===== config.mk =====
export PLATFORM = sky130hd
export DESIGN_NAME = wb_rr_arbiter
export DESIGN_NICKNAME = d
export VERILOG_FILES = /design/src/rtl/wb_rr_arbiter.sv
export SDC_FILE = /design/constraint.sdc
export NUM_CORES = 1
export LEC_CHECK = 0
export CAP_MARGIN = 25
export CORE_ASPECT_RATIO = 1.75
export CORE_UTILIZATION = 40
export CTS_BUF_LIST = sky130_fd_sc_hd__clkbuf_4 sky130_fd_sc_hd__clkbuf_8
export CTS_CLUSTER_SIZE = 30
export DETAILED_ROUTE_END_ITERATION = 6
export PLACE_DENSITY = 0.93
export SLEW_MARGIN = 5
export SYNTH_ARGS = -nofsm -noshare
export SYNTH_HDL_FRONTEND = slang
export SYNTH_SLANG_ARGS = --single-unit

===== constraint.sdc =====
create_clock -name clk -period 8.25 [get_ports clk]
set_input_delay 1.2375 -clock clk [delete_from_list [all_inputs] [get_ports clk]]
set_output_delay 1.2375 -clock clk [all_outputs]
set_load 0.01 [all_outputs]

===== src/rtl/wb_rr_arbiter.sv =====
// Round-robin arbiter sharing one pipelined Wishbone slave bus between NUM_PORTS masters.
// A grant is held for the owner's whole cyc; a watchdog forces an ack if the slave goes silent.
module wb_rr_arbiter #(
  parameter int NUM_PORTS       = 2,
  parameter int ADDR_BITS       = 8,
  parameter int BYTES           = 1,
  parameter int SEL_WIDTH       = 1,
  parameter int MAX_OUTSTANDING = 4,
  parameter int TIMEOUT_CYCLES  = 1024
) (
  input  logic                           clk,
  input  logic                           areset,
  input  logic [NUM_PORTS*ADDR_BITS-1:0] s_wb_addr,
  input  logic [NUM_PORTS*BYTES*8-1:0]   s_wb_dat_m2s,
  output logic [NUM_PORTS*BYTES*8-1:0]   s_wb_dat_s2m,
  input  logic [NUM_PORTS-1:0]           s_wb_we,
  input  logic [NUM_PORTS-1:0]           s_wb_stb,
  input  logic [NUM_PORTS-1:0]           s_wb_cyc,
  input  logic [NUM_PORTS*SEL_WIDTH-1:0] s_wb_sel,
  output logic [NUM_PORTS-1:0]           s_wb_ack,
  output logic [NUM_PORTS-1:0]           s_wb_stall,
  output logic [ADDR_BITS-1:0]           m_wb_addr,
  output logic [BYTES*8-1:0]             m_wb_dat_m2s,
  input  logic [BYTES*8-1:0]             m_wb_dat_s2m,
  output logic                           m_wb_we,
  output logic                           m_wb_stb,
  output logic                           m_wb_cyc,
  output logic [SEL_WIDTH-1:0]           m_wb_sel,
  input  logic                           m_wb_ack,
  input  logic                           m_wb_stall,
  output logic [NUM_PORTS-1:0]           grant,
  output logic                           timeout_flag
);

  localparam int DW    = BYTES * 8;
  localparam int PTR_W = (NUM_PORTS > 1) ? $clog2(NUM_PORTS) : 1;
  localparam int OUT_W = $clog2(MAX_OUTSTANDING + 1);
  localparam int TMR_W = (TIMEOUT_CYCLES > 1) ? $clog2(TIMEOUT_CYCLES) : 1;
  localparam bit WD_EN = (TIMEOUT_CYCLES > 0);

  localparam logic [OUT_W-1:0] OUT_MAX  = OUT_W'(MAX_OUTSTANDING);
  localparam logic [TMR_W-1:0] TMR_LAST = TMR_W'((TIMEOUT_CYCLES > 0) ? TIMEOUT_CYCLES - 1 : 0);
  localparam logic [PTR_W-1:0] PTR_LAST = PTR_W'(NUM_PORTS - 1);

  typedef enum logic {
    ST_IDLE,
    ST_GRANTED
  } state_t;

  state_t               state_q, state_d;
  logic [NUM_PORTS-1:0] grant_q;
  logic [PTR_W-1:0]     owner_q;
  logic [PTR_W-1:0]     rr_ptr_q;
  logic [OUT_W-1:0]     outstanding_q;
  logic [TMR_W-1:0]     timer_q;
  logic                 timeout_flag_q;

  logic [ADDR_BITS-1:0] addr_arr [NUM_PORTS];
  logic [DW-1:0]        dat_arr  [NUM_PORTS];
  logic [SEL_WIDTH-1:0] sel_arr  [NUM_PORTS];

  logic             granted, owner_cyc, cap, accept;
  logic             ack_valid, forced_ack, route_ack, route_stall;
  logic [DW-1:0]    route_dat;
  logic             pick_found;
  logic [PTR_W-1:0] pick_idx, cand_idx;
  int               cand;

  for (genvar p = 0; p < NUM_PORTS; p++) begin : g_port
    assign addr_arr[p] = s_wb_addr[p*ADDR_BITS +: ADDR_BITS];
    assign dat_arr[p]  = s_wb_dat_m2s[p*DW +: DW];
    assign sel_arr[p]  = s_wb_sel[p*SEL_WIDTH +: SEL_WIDTH];

    // Only the owner sees responses; everyone else is held off.
    assign s_wb_ack[p]               = grant_q[p] & route_ack;
    assign s_wb_stall[p]             = ~grant_q[p] | route_stall;
    assign s_wb_dat_s2m[p*DW +: DW]  = grant_q[p] ? route_dat : '0;
  end

  assign granted   = (state_q == ST_GRANTED);
  assign owner_cyc = granted && s_wb_cyc[owner_q];
  assign cap       = (outstanding_q == OUT_MAX);

  // stb is also qualified by the owner's cyc so a release cycle can never be counted as a new strobe.
  assign m_wb_cyc     = owner_cyc;
  assign m_wb_stb     = owner_cyc && s_wb_stb[owner_q] && !cap;
  assign m_wb_addr    = granted ? addr_arr[owner_q] : '0;
  assign m_wb_dat_m2s = granted ? dat_arr[owner_q]  : '0;
  assign m_wb_sel     = granted ? sel_arr[owner_q]  : '0;
  assign m_wb_we      = granted && s_wb_we[owner_q];

  assign accept      = m_wb_stb && !m_wb_stall;
  assign ack_valid   = granted && m_wb_ack && (outstanding_q != '0);
  assign forced_ack  = WD_EN && granted && !m_wb_ack && (outstanding_q != '0) && (timer_q == TMR_LAST);
  assign route_ack   = ack_valid || forced_ack;
  assign route_stall = m_wb_stall || cap;
  assign route_dat   = forced_ack ? '0 : m_wb_dat_s2m;

  assign grant        = grant_q;
  assign timeout_flag = timeout_flag_q;

  // NOTE: every signal written in always_comb is given a default first so no latch is inferred.
  always_comb begin
    pick_found = 1'b0;
    pick_idx   = '0;
    cand       = 0;
    cand_idx   = '0;
    for (int i = 0; i < NUM_PORTS; i++) begin
      cand     = (int'(rr_ptr_q) + i) % NUM_PORTS;
      cand_idx = PTR_W'(cand);
      if (!pick_found && s_wb_cyc[cand_idx]) begin
        pick_found = 1'b1;
        pick_idx   = cand_idx;
      end
    end
  end

  always_comb begin
    state_d = state_q;
    unique case (state_q)
      ST_IDLE:    if (pick_found) state_d = ST_GRANTED;
      ST_GRANTED: if (!owner_cyc) state_d = ST_IDLE;
    endcase
  end

  // NOTE: sequential state is updated with non-blocking assignments so every register samples pre-edge values.
  always_ff @(posedge clk or posedge areset) begin
    if (areset) state_q <= ST_IDLE;
    else        state_q <= state_d;
  end

  always_ff @(posedge clk or posedge areset) begin
    if (areset) begin
      grant_q        <= '0;
      owner_q        <= '0;
      rr_ptr_q       <= '0;
      outstanding_q  <= '0;
      timer_q        <= '0;
      timeout_flag_q <= 1'b0;
    end else begin
      unique case (state_q)
        ST_IDLE: begin
          outstanding_q <= '0;
          timer_q       <= '0;
          if (pick_found) begin
            owner_q <= pick_idx;
            grant_q <= NUM_PORTS'(1) << pick_idx;
          end
        end
        ST_GRANTED: begin
          if (!owner_cyc) begin
            // Release: responses still in flight are abandoned along with the count.
            grant_q       <= '0;
            outstanding_q <= '0;
            timer_q       <= '0;
            rr_ptr_q      <= (owner_q == PTR_LAST) ? '0 : owner_q + 1'b1;
          end else begin
            if (accept && !route_ack)      outstanding_q <= outstanding_q + 1'b1;
            else if (!accept && route_ack) outstanding_q <= outstanding_q - 1'b1;

            if (!WD_EN || m_wb_ack || route_ack || outstanding_q == '0) timer_q <= '0;
            else                                                        timer_q <= timer_q + 1'b1;

            if (forced_ack) timeout_flag_q <= 1'b1;
          end
        end
      endcase
    end
  end

endmodule


Word-level counts from Yosys, hierarchy flattened
Index checks and enable logic that the tools add are counted.
- bits in registers: 19
- output and inout bits: 43
- bits of input ports: 52
- word-level logic and storage cells: 103
- equal/unequal tests: 5
- reductions and logical operators: 29
- muxes and demuxes: 43
- add/sub/neg operators: 5
- shifts and indexed selects: 1
- $lt $le $gt $ge: 4
- bitwise gates (word level): 9
- operators by type and width (cell ; count):
    $mux W8 ; 11
    $mux W1 ; 21
    $mux W10 ; 2
    $pmux W10 S2 ; 1
    $logic_and A1 B1 Y1 ; 13
    $add A10 B1 Y10 const B ; 1
    $eq A10 B10 Y1 const B ; 1
    $mux W3 ; 3
    $logic_not A1 Y1 ; 6
    $lt A1 B2 Y1 const B ; 3
    $pmux W3 S2 ; 1
    $reduce_and A2 Y1 ; 3
    $logic_or A1 B1 Y1 ; 4
    $mux W2 ; 2
    $ne A2 B2 Y1 const B ; 2
    $ne A4 B2 Y1 const B ; 1
    $not A1 Y1 ; 4
    $pmux W2 S2 ; 1
    $add A3 B1 Y3 const B ; 1
    $eq A3 B3 Y1 const B ; 1
    $logic_not A3 Y1 ; 1
    $reduce_and A3 Y1 ; 1
    $reduce_bool A3 Y1 ; 1
    $sub A3 B1 Y3 const B ; 1
    other kinds (7) ; 10

Longest topological paths before layout
Gate-level depths: netlist (run 1).
- depth after elaboration: 12
- depth in mapped cells: 11
- mapped depth without buffers: 9

Worst setup path after synthesis (run 1)
Ideal clock, no wire load.
- path kind: in2out
- from: in m_wb_ack
- to: out s_wb_dat_s2m[12]
- arrival time: 1.874 ns
- slack: 5.138 ns
- data required time: 7.013 ns
- stages: 4
- buffers on the path: 2
- cells stage by stage: nor2b_4 > buf_6 > buf_6 > a211oi_1
- cells in the longest elaborated chain, start to end: 6
- ends and longest elaborated chain (what ; line ; text):
    start, declared ; 29 ; input logic m_wb_ack,
    $logic_not A1 Y1 ; 94 ; assign forced_ack = WD_EN && granted && !m_wb_ack && (outstanding_q != '0) && (timer_q == TMR_LAST);
    $logic_and A1 B1 Y1 (3 in series) ; 94 ;
    $mux W8 ; 97 ; assign route_dat = forced_ack ? '0 : m_wb_dat_s2m;
    $mux W8 ; 77 ; assign s_wb_dat_s2m[p*DW +: DW] = grant_q[p] ? route_dat : '0;
    end, declared ; 15 ; output logic [NUM_PORTS*BYTES*8-1:0] s_wb_dat_s2m,
Every way passes these cells.

Final worst setup path (run 1)
- from: in s_wb_cyc[1]
- to: out m_wb_stb
- cells in the longest elaborated chain, start to end: 5
- ends and longest elaborated chain (what ; line ; text):
    start, declared ; 18 ; input logic [NUM_PORTS-1:0] s_wb_cyc,
    $mux W1 (not written as such) (2 in series) ; 81 ; assign owner_cyc = granted && s_wb_cyc[owner_q];
    $logic_and A1 B1 Y1 ; 81 ;
    $logic_and A1 B1 Y1 (2 in series) ; 86 ; assign m_wb_stb = owner_cyc && s_wb_stb[owner_q] && !cap;
    end, declared ; 26 ; output logic m_wb_stb,
Every way passes these cells. The select of a mux whose other input is x is not followed.

==> impl_metrics.json, run 1 <==
{
  "setup_tns_ps": 0,
  "setup_viol": 0,
  "cts_hold_buf": 0,
  "cts-root-buf": "clkbuf_8",
  "gr-total-overflow": 0,
  "startpoint_type": "input port",
  "fin_nets": 321,
  "hold_depth": 1,
  "synth-seq-cells": 19,
  "vias": 1638,
  "multi_input_area_um2": 891,
  "syn_to_final_growth_pct": 67.4,
  "reg2reg_depth": 10,
  "netlist.area_leader.share_pct": 31.9,
  "syn_area_mm2": 0.00149,
  "die_w_um": 48.1,
  "synth_nets": 231,
  "grt_max_degree": 22,
  "syn_avg_cell_area_um2": 8.46,
  "rsz0062_at_grt": "false",
  "async_flop_share_pct": 100,
  "wl_um": 4120,
  "ant_nets": 0,
  "place.gp.congestion": 0.798,
  "crit_type": "in2out",
  "power_mw": 0.454,
  "post_cts_buffers": 0,
  "critPathCaptureType": "output pin",
  "drcViolationCount": 0,
  "fin_skew_ps": 4.98,
  "cp-startpoint": "s_wb_cyc[1]",
  "max_freq_mhz": 238,
  "clock_sinks": 19,
  "clockBufferDepth": 2,
  "core.rowCount": 29,
  "final_common_cell": "clkdlybuf4s50_1",
  "worstHoldStart": "timeout_flag",
  "clkLatencyLatePin_ps": 250,
  "cts_tree": "built",
  "num-fill-cells": 270,
  "core_mm2": 0.00359,
  "die_h_um": 82.7,
  "viasPerCell": 5.27,
  "grt_pass1_vias": 1394,
  "dieArea_mm2": 0.00398,
  "synth_cells": 176,
  "hold_viol": 0,
  "io_pins": 95,
  "yosysSeqAreaShare_pct": 31.9,
  "maxSlewHeadroom_pct": 52.0,
  "cap_violations": 0,
  "worst_slew_pin_slew_ps": 720,
  "track_usage_pct": 20.1,
  "cts_resized": 0,
  "crit_arrival_ps": 2960,
  "clk_transition_reported_paths_ps": 60,
  "r2r_start": "timer_q[0]",
  "wl_per_cell_um": 13.2,
  "status": "completed",
  "dpl.hpwl_um": 3280,
  "ys_warn_count": 0,
  "synth.distinct_cells": 35,
  "reg2reg_setup_slack_ps": 5010,
  "finish.utilization_pct": 69.4,
  "holdWs_ps": 478,
  "cts_max_level": 1,
  "final_period_minus_worst_setup_slack_ps": 4200,
  "num_antenna_cells": 0,
  "drive_above_1_share_pct": 4.53,
  "final_cell_mix": "94 x clkdlybuf4s50_1, 24 x nor2_1, 19 x mux2i_1, 19 x a211oi_1, 19 x dfrtp_1",
  "io_buffers": 94,
  "irDropWorstVdd_mv": 0.192,
  "cp_max_fo": 6,
  "yosysTopAreaCell": "dfrtp_1",
  "period_share_pct": 50.9,
  "initial_core_util_pct": 41.4,
  "worstPathRequired_ps": 7010,
  "place_ws_ps": 4030,
  "ys.flop_type": "dfrtp_1",
  "fin_ws_ps": 4050,
  "hold_end": "timeout_flag",
  "p_per_area_mw_per_mm2": 182,
  "p_leak_nw": 1.04,
  "hp-class": "reg2reg",
  "drtIter0Drc": 35,
  "netlist_top_cells_area": "dfrtp_1 32%, mux2i_1 13%, a211oi_1 9.6%",
  "register_area_um2": 475,
  "dr.pass1.iters": 5,
  "synth_edf_count": 0,
  "finalMaxSlewViolations": 0,
  "grt_pass1_wl_um": 5750,
  "antenna_found_initial": 0,
  "cts_inserted_buffers": 3,
  "rr_endpoint": "outstanding_q[2]"
}
[cells by family (layout without fill, tap and decap cells)]
family          Yosys count  count (layout)  share of synthesized area (%)
simple gates             55              55                           18.3
fa+ha+maj                 3               3                           3.02
flops                    19              19                           31.9
mux                      20              20                           13.5
buf+inv                  28             117                           8.57
xor+xnor                  5               5                           2.94
compound gates           46              46                           21.7
[cell type report]
cell class                 instances  share of cell area, %
timing repair buffer              96                   38.4
tap                               46                   2.31
inverter                          17                   2.56
sequential                        19                   19.1
clock buffer                       4                   1.96
multi-input combinational        129                   35.7
[stage by stage]
stage                     instances  cell area (um^2)
final                           311              2490
after global routing            311              2490
after CTS                       311              2490
after detailed placement        307              2440
after global placement          307              2440
after floorplan                 176              1490
[how the worst max path moves through the flow]
stage	cells after the start	slack, ps	endpoint
2_1_floorplan	4	5140	s_wb_dat_s2m[12]
3_3_place_gp	5	4080	m_wb_stb
3_5_place_dp	5	4030	m_wb_stb
4_1_cts	5	4040	m_wb_stb
5_1_grt	5	3940	m_wb_stb
6_report	5	4050	m_wb_stb
[power by group]
part           internal [mW]  switching (mW)  leakage (nW)  total [mW]
registers              0.104          0.0133         0.255       0.117
clock network         0.0376          0.0287        0.0262      0.0663
logic                  0.148           0.123         0.758       0.271
total                  0.289           0.165          1.04       0.454
[layer usage]
layer | wire length, um | track usage, %
met3 | 170 | 1.52
met1 | 1590 | 20.2
met2 | 2310 | 39.3
met4 | 48 | 7.22
met5 | 0 | 0
[synthesized netlist by cell type, types with 2 or more instances]
master,number
o21ai_0,10
dfrtp_1,19
o31ai_1,2
xnor2_1,2
buf_6,2
clkinv_1,2
nor2_1,24
o211a_1,2
a211oi_2,2
nand4_1,2
clkbuf_1,3
nand2_1,7
a21oi_1,7
a211oi_1,19
buf_2,6
xor2_1,3
nand3_1,5
mux2i_1,19
or4_1,2
nor3_1,5
ha_1,2
inv_1,15
or3_1,4
[sequential cells by signal, summed over array words and instances, names as in the netlist]
register and count:
rr_ptr_q 1, outstanding_q 3, timeout_flag 1, owner_q 1, timer_q 10, granted 1
grant 2
[worst max-delay path, cell delays in order]
cell and delay (ps):
clkdlybuf4s50_1 550, mux2_2 250, nand2_1 150, a211oi_1 210, clkdlybuf4s50_1 560
No activity file was read; power rests on OpenSTA's default activity.
==> run 2, diff against run 1 <==
--- a/config.mk
+++ b/config.mk
@@ -7,11 +7,11 @@
 export LEC_CHECK = 0
 export CAP_MARGIN = 25
 export CORE_ASPECT_RATIO = 1.75
-export CORE_UTILIZATION = 40
+export CORE_UTILIZATION = 34
 export CTS_BUF_LIST = sky130_fd_sc_hd__clkbuf_4 sky130_fd_sc_hd__clkbuf_8
 export CTS_CLUSTER_SIZE = 30
 export DETAILED_ROUTE_END_ITERATION = 6
-export PLACE_DENSITY = 0.93
+export PLACE_DENSITY = 0.85
 export SLEW_MARGIN = 5
 export SYNTH_ARGS = -nofsm -noshare
 export SYNTH_HDL_FRONTEND = slang
==> constraint.sdc (replaced) <==
create_clock -name clk -period 3.8 [get_ports clk]
set_input_delay 0.57 -clock clk [delete_from_list [all_inputs] [get_ports clk]]
set_output_delay 0.57 -clock clk [all_outputs]
set_load 0.01 [all_outputs]
==> run 2 against run 1 <==
Non-clock buffer count did not move; routed wire length barely moved; register-to-register slack got worse by 4000 ps; combinational power rose by 110%; largest cell class unchanged.
==> impl_metrics.json, run 2 (same netlist as run 1, synthesis figures left out) <==
{
  "drcViolationCount": 0,
  "die_w_um": 52.0,
  "crit_type": "reg2out",
  "fin_skew_ps": 3.23,
  "num_antenna_cells": 0,
  "drtIter0Drc": 18,
  "cts_hold_buf": 0,
  "startpoint_type": "register",
  "cts_tree": "built",
  "setup_viol": 0,
  "irDropWorstVdd_mv": 0.247,
  "fin_nets": 321,
  "cp_cell_sequence": "ha_1 -> nand4_1 -> nor3_2 -> buf_4 -> a211oi_1 -> clkdlybuf4s50_1",
  "max_freq_mhz": 330,
  "crit_path_top_delay_cell": "clkdlybuf4s50_1",
  "io_pins": 95,
  "p_per_area_mw_per_mm2": 392,
  "drive_above_1_share_pct": 4.53,
  "ant_nets": 0,
  "clock_sinks": 19,
  "swShare_pct": 35.8,
  "grt_pass1_wl_um": 6230,
  "finalMaxSlewViolations": 0,
  "worst_slew_pin_slew_ps": 700,
  "clk_transition_reported_paths_ps": 70,
  "vias": 1634,
  "top_register": "timer_q",
  "p_sw_mw": 0.350,
  "comb_power_share_pct": 58.1,
  "num-fill-cells": 353,
  "track_usage_pct": 17.4,
  "cts_inserted_buffers": 3,
  "postPlaceCellArea_mm2": 0.00245,
  "grt_pass1_vias": 1453,
  "clkPwrFrac_pct": 14.6,
  "largest_reg_flops": 10,
  "worstPathRequired_ps": 3230,
  "period_share_pct": 79.7,
  "wl_um": 4110,
  "cts_max_level": 1,
  "cts_resized": 0,
  "post_cts_buffers": 0,
  "critical-path-max-stage-delay_ps": 490,
  "clockBufferDepth": 2,
  "cap_violations": 0,
  "dpl.hpwl_um": 3240,
  "final_common_cell": "clkdlybuf4s50_1",
  "hp-class": "reg2reg",
  "design_area_mm2": 0.00250,
  "wl_per_cell_um": 13.1,
  "p_seq_share_pct": 27.4,
  "hold_viol": 0,
  "power_mw": 0.977,
  "p_leak_nw": 1.04,
  "core.rowCount": 31,
  "holdWs_ps": 477,
  "final_cell_mix": "94 x clkdlybuf4s50_1, 24 x nor2_1, 19 x mux2i_1, 19 x a211oi_1, 19 x dfrtp_1",
  "setup_tns_ps": 0,
  "crit_arrival_ps": 2460,
  "cts-root-buf": "clkbuf_8",
  "initial_core_util_pct": 35.9,
  "path_buf_inv": 2,
  "die_h_um": 89.5,
  "p_int_mw": 0.627,
  "dieArea_mm2": 0.00466,
  "clkLatencyLatePin_ps": 250,
  "grt_max_degree": 24,
  "core_mm2": 0.00415,
  "antenna_found_initial": 0,
  "dr.pass1.iters": 4,
  "io_buffers": 94,
  "gr-total-overflow": 0,
  "place.gp.congestion": 0.815,
  "final_period_minus_worst_setup_slack_ps": 3030,
  "cp_max_fo": 23,
  "rsz0062_at_grt": "false",
  "maxSlewHeadroom_pct": 53.3,
  "status": "completed",
  "syn_to_final_growth_pct": 67.6,
  "crit_family": "buffers and inverters",
  "critPathCaptureType": "output pin",
  "viasPerCell": 5.20
}
## run 2: cell counts in the layout (fill, tap and decap cells not counted)
Identical to the previous run, type by type.
## run 2: worst paths after layout
path	slack [ps]	startpoint	endpoint	cells after the start
max	770	timer_q[0]	s_wb_dat_s2m[0]	6
min	480	timeout_flag	timeout_flag	1
max reg2reg	1030	timer_q[0]	outstanding_q[2]	9
min reg2reg	480	timeout_flag	timeout_flag	1
max in group asynchronous	2630	areset	timer_q[5]	2
min in group asynchronous	730	areset	timer_q[1]	2
## run 2: power by group through the flow
| stage | logic (mW) | registers [mW] | clock network [mW] |
|---|---|---|---|
| floorplan | 0.320 | 0.247 | 0 |
| global placement | 0.563 | 0.272 | 0 |
| detailed placement | 0.570 | 0.272 | 0 |
| CTS | 0.573 | 0.268 | 0.143 |
| global route | 0.614 | 0.274 | 0.154 |
| finish | 0.567 | 0.267 | 0.143 |
## run 2: routing by layer
layer	up-vias	wire length [um]	part of all wire [%]	track usage, %
met2	68	2310	56	33.6
met4	0	34	0.83	5.16
met1	758	1580	38	19.1
li1	806	-	-	-
met3	2	190	4.6	1.87
met5	-	0	0	0
## run 2: area by class of cell
| cell class | count | area (um^2) | share of cell area, % |
|---|---|---|---|
| tap | 49 | 61.3 | 2.46 |
| inverter | 17 | 63.8 | 2.56 |
| clock buffer | 4 | 48.8 | 1.95 |
| multi-input combinational | 129 | 891 | 35.7 |
| timing repair buffer | 96 | 956 | 38.3 |
| sequential | 19 | 475 | 19.0 |
## run 2: worst register-to-register path, stage by stage (launching register included)
cell and delay (ps):
dfrtp_1 390, ha_1 230, nand4_1 220, nor3_2 420, o21ai_0 180, ha_1 270, fa_1 400, xnor2_1 150
or3_1 310, a21oi_1 140
## run 2: through the flow
| stage | cells | util (%) | setup slack [ps] |
|---|---|---|---|
| 2_1_floorplan | 176 | - | 1150 |
| 3_5_place_dp | 310 | 59.0 | 819 |
| 3_3_place_gp | 310 | 59.0 | 905 |
| 6_report | 314 | 60.1 | 772 |
| 4_1_cts | 314 | 60.1 | 752 |
| 5_1_grt | 314 | 60.1 | 546 |
==> run 3, diff against run 2 <==
--- a/config.mk
+++ b/config.mk
@@ -7,11 +7,11 @@
 export LEC_CHECK = 0
 export CAP_MARGIN = 25
 export CORE_ASPECT_RATIO = 1.75
-export CORE_UTILIZATION = 34
+export CORE_UTILIZATION = 38
 export CTS_BUF_LIST = sky130_fd_sc_hd__clkbuf_4 sky130_fd_sc_hd__clkbuf_8
 export CTS_CLUSTER_SIZE = 30
 export DETAILED_ROUTE_END_ITERATION = 6
-export PLACE_DENSITY = 0.85
+export PLACE_DENSITY = 0.89
 export SLEW_MARGIN = 5
 export SYNTH_ARGS = -nofsm -noshare
 export SYNTH_HDL_FRONTEND = slang
==> constraint.sdc (replaced) <==
create_clock -name clk -period 2.8 [get_ports clk]
set_input_delay 0.42 -clock clk [delete_from_list [all_inputs] [get_ports clk]]
set_output_delay 0.42 -clock clk [all_outputs]
set_load 0.01 [all_outputs]
==> run 3 against run 2 <==
Hold slack better by 16 ps; first-iteration DRC count up 22%; clock power rose by 38%; critical endpoint is now s_wb_ack[0].
==> impl_metrics.json, run 3 (same netlist as run 1, synthesis figures left out) <==
{
  "status": "completed",
  "irDropWorstVdd_mv": 0.364,
  "core_mm2": 0.00370,
  "final_cell_mix": "94 x clkdlybuf4s50_1, 24 x nor2_1, 19 x mux2i_1, 19 x a211oi_1, 19 x dfrtp_1",
  "worstPathRequired_ps": 2380,
  "drcViolationCount": 0,
  "cts_max_level": 1,
  "post_cts_buffers": 0,
  "use_met2_pct": 42.5,
  "p_leak_nw": 1.06,
  "place.gp.congestion": 0.790,
  "use_met1_pct": 21.9,
  "ant_nets": 0,
  "final_period_minus_worst_setup_slack_ps": 2670,
  "grt_pass1_vias": 1706,
  "fin_skew_ps": 7.08,
  "track_usage_pct": 22.0,
  "wl_um": 4380,
  "clock_sinks": 19,
  "power_mw": 1.36,
  "fin_cells": 316,
  "drtIter0Drc": 22,
  "cts_tree": "built",
  "worst_slew_pin_slew_ps": 717,
  "cts_inserted_buffers": 3,
  "clk_transition_reported_paths_ps": 80,
  "worstHoldStart": "timeout_flag",
  "largest_reg_flops": 10,
  "cap_violations": 0,
  "num_antenna_cells": 0,
  "setup_viol": 0,
  "period_share_pct": 95.2,
  "final_common_cell": "clkdlybuf4s50_1",
  "die_h_um": 84.8,
  "io_buffers": 94,
  "finalMaxSlewViolations": 0,
  "grt_pass1_wl_um": 7190,
  "core.rowCount": 29,
  "syn_to_final_growth_pct": 70.2,
  "grt_max_degree": 22,
  "cp-startpoint": "timer_q[0]",
  "rsz0062_at_grt": "false",
  "hp-class": "reg2reg",
  "r2r_start": "timer_q[0]",
  "io_pins": 95,
  "dr.pass1.iters": 4,
  "dpl.cell_count": 312,
  "fin_nets": 326,
  "finish.utilization_pct": 68.5,
  "drive_above_1_share_pct": 6.30,
  "cts-root-buf": "clkbuf_8",
  "top_usage_layer": "met2",
  "viasPerCell": 5.35,
  "antenna_found_initial": 0,
  "crit_type": "reg2out",
  "met3_usage_pct": 2.72,
  "dieArea_mm2": 0.00418,
  "cp_max_fo": 20,
  "maxSlewHeadroom_pct": 52.2,
  "vias": 1690,
  "setup_tns_ps": 0,
  "initial_core_util_pct": 40.2,
  "dpl.hpwl_um": 3410,
  "max_freq_mhz": 375,
  "startpoint_type": "register",
  "die_w_um": 49.3,
  "cts_hold_buf": 0,
  "wl_per_cell_um": 13.9,
  "gr-total-overflow": 0,
  "critPathCaptureType": "output pin",
  "p_per_area_mw_per_mm2": 538,
  "crit_arrival_ps": 2250,
  "hold_viol": 0,
  "clockBufferDepth": 2,
  "clkLatencyLatePin_ps": 260,
  "top_register": "timer_q"
}
## run 3: cell types whose count changed in the layout (fill, tap and decap cells not counted), sizes merged
| cell | before | now |
|---|---|---|
| clkinvlp | 0 | 1 |
| clkbuf | 4 | 3 |
| buf | 2 | 7 |
## run 3: layer usage
layer  part of all wire, %  wire length (um)  up-vias
met1                    37              1620      780
met5                     0                 0        -
met3                   4.4               191        9
met2                    56              2460       81
met4                   2.6               113        0
li1                      -                 -      820
## run 3: path summary, 6_finish.rpt
kind	endpoint	cells past startpoint	slack, ps
max in group asynchronous	outstanding_q[1]	2	1780
worst max-delay path	s_wb_ack[0]	6	130
min in group asynchronous	timer_q[5]	2	570
worst max register to register	outstanding_q[2]	9	270
worst min-delay path	timeout_flag	1	490
worst min register to register	timeout_flag	1	490
## run 3: power breakdown
group	switching (mW)	total (mW)	internal (mW)	leakage [nW]
clock network	0.0975	0.198	0.100	0.0217
registers	0.0441	0.349	0.305	0.255
logic	0.363	0.815	0.452	0.783
total	0.504	1.36	0.858	1.06
## run 3: stage by stage
step,setup WS [ps],hold slack [ps],instance area [um^2]
6_report,134,493,2530
5_1_grt,18.0,518,2530
3_5_place_dp,137,479,2480
4_1_cts,87.0,495,2530
3_3_place_gp,202,446,2480
2_1_floorplan,151,371,1490
## run 3: critical path, stage by stage, from the launching register on
cell	delay, ps
dfrtp_1	390
ha_1	220
nand4_1	210
nor3_2	260
buf_6	220
o211a_1	160
clkdlybuf4s50_1	530
## run 3: area by class of cell
class	instances	area, um^2
Inverter	17	63.8
Sequential cell	19	475
Fill cell	294	1170
Clock inverter	1	7.51
Tap cell	46	57.6
Multi-Input combinational cell	129	891
Clock buffer	3	41.3
Timing Repair Buffer	101	997
## run 3: what timing repair did
item                                    CTS  global route
resized for setup                         0             1
endpoints found under the hold margin     0             0
endpoints found under the setup margin    0             2
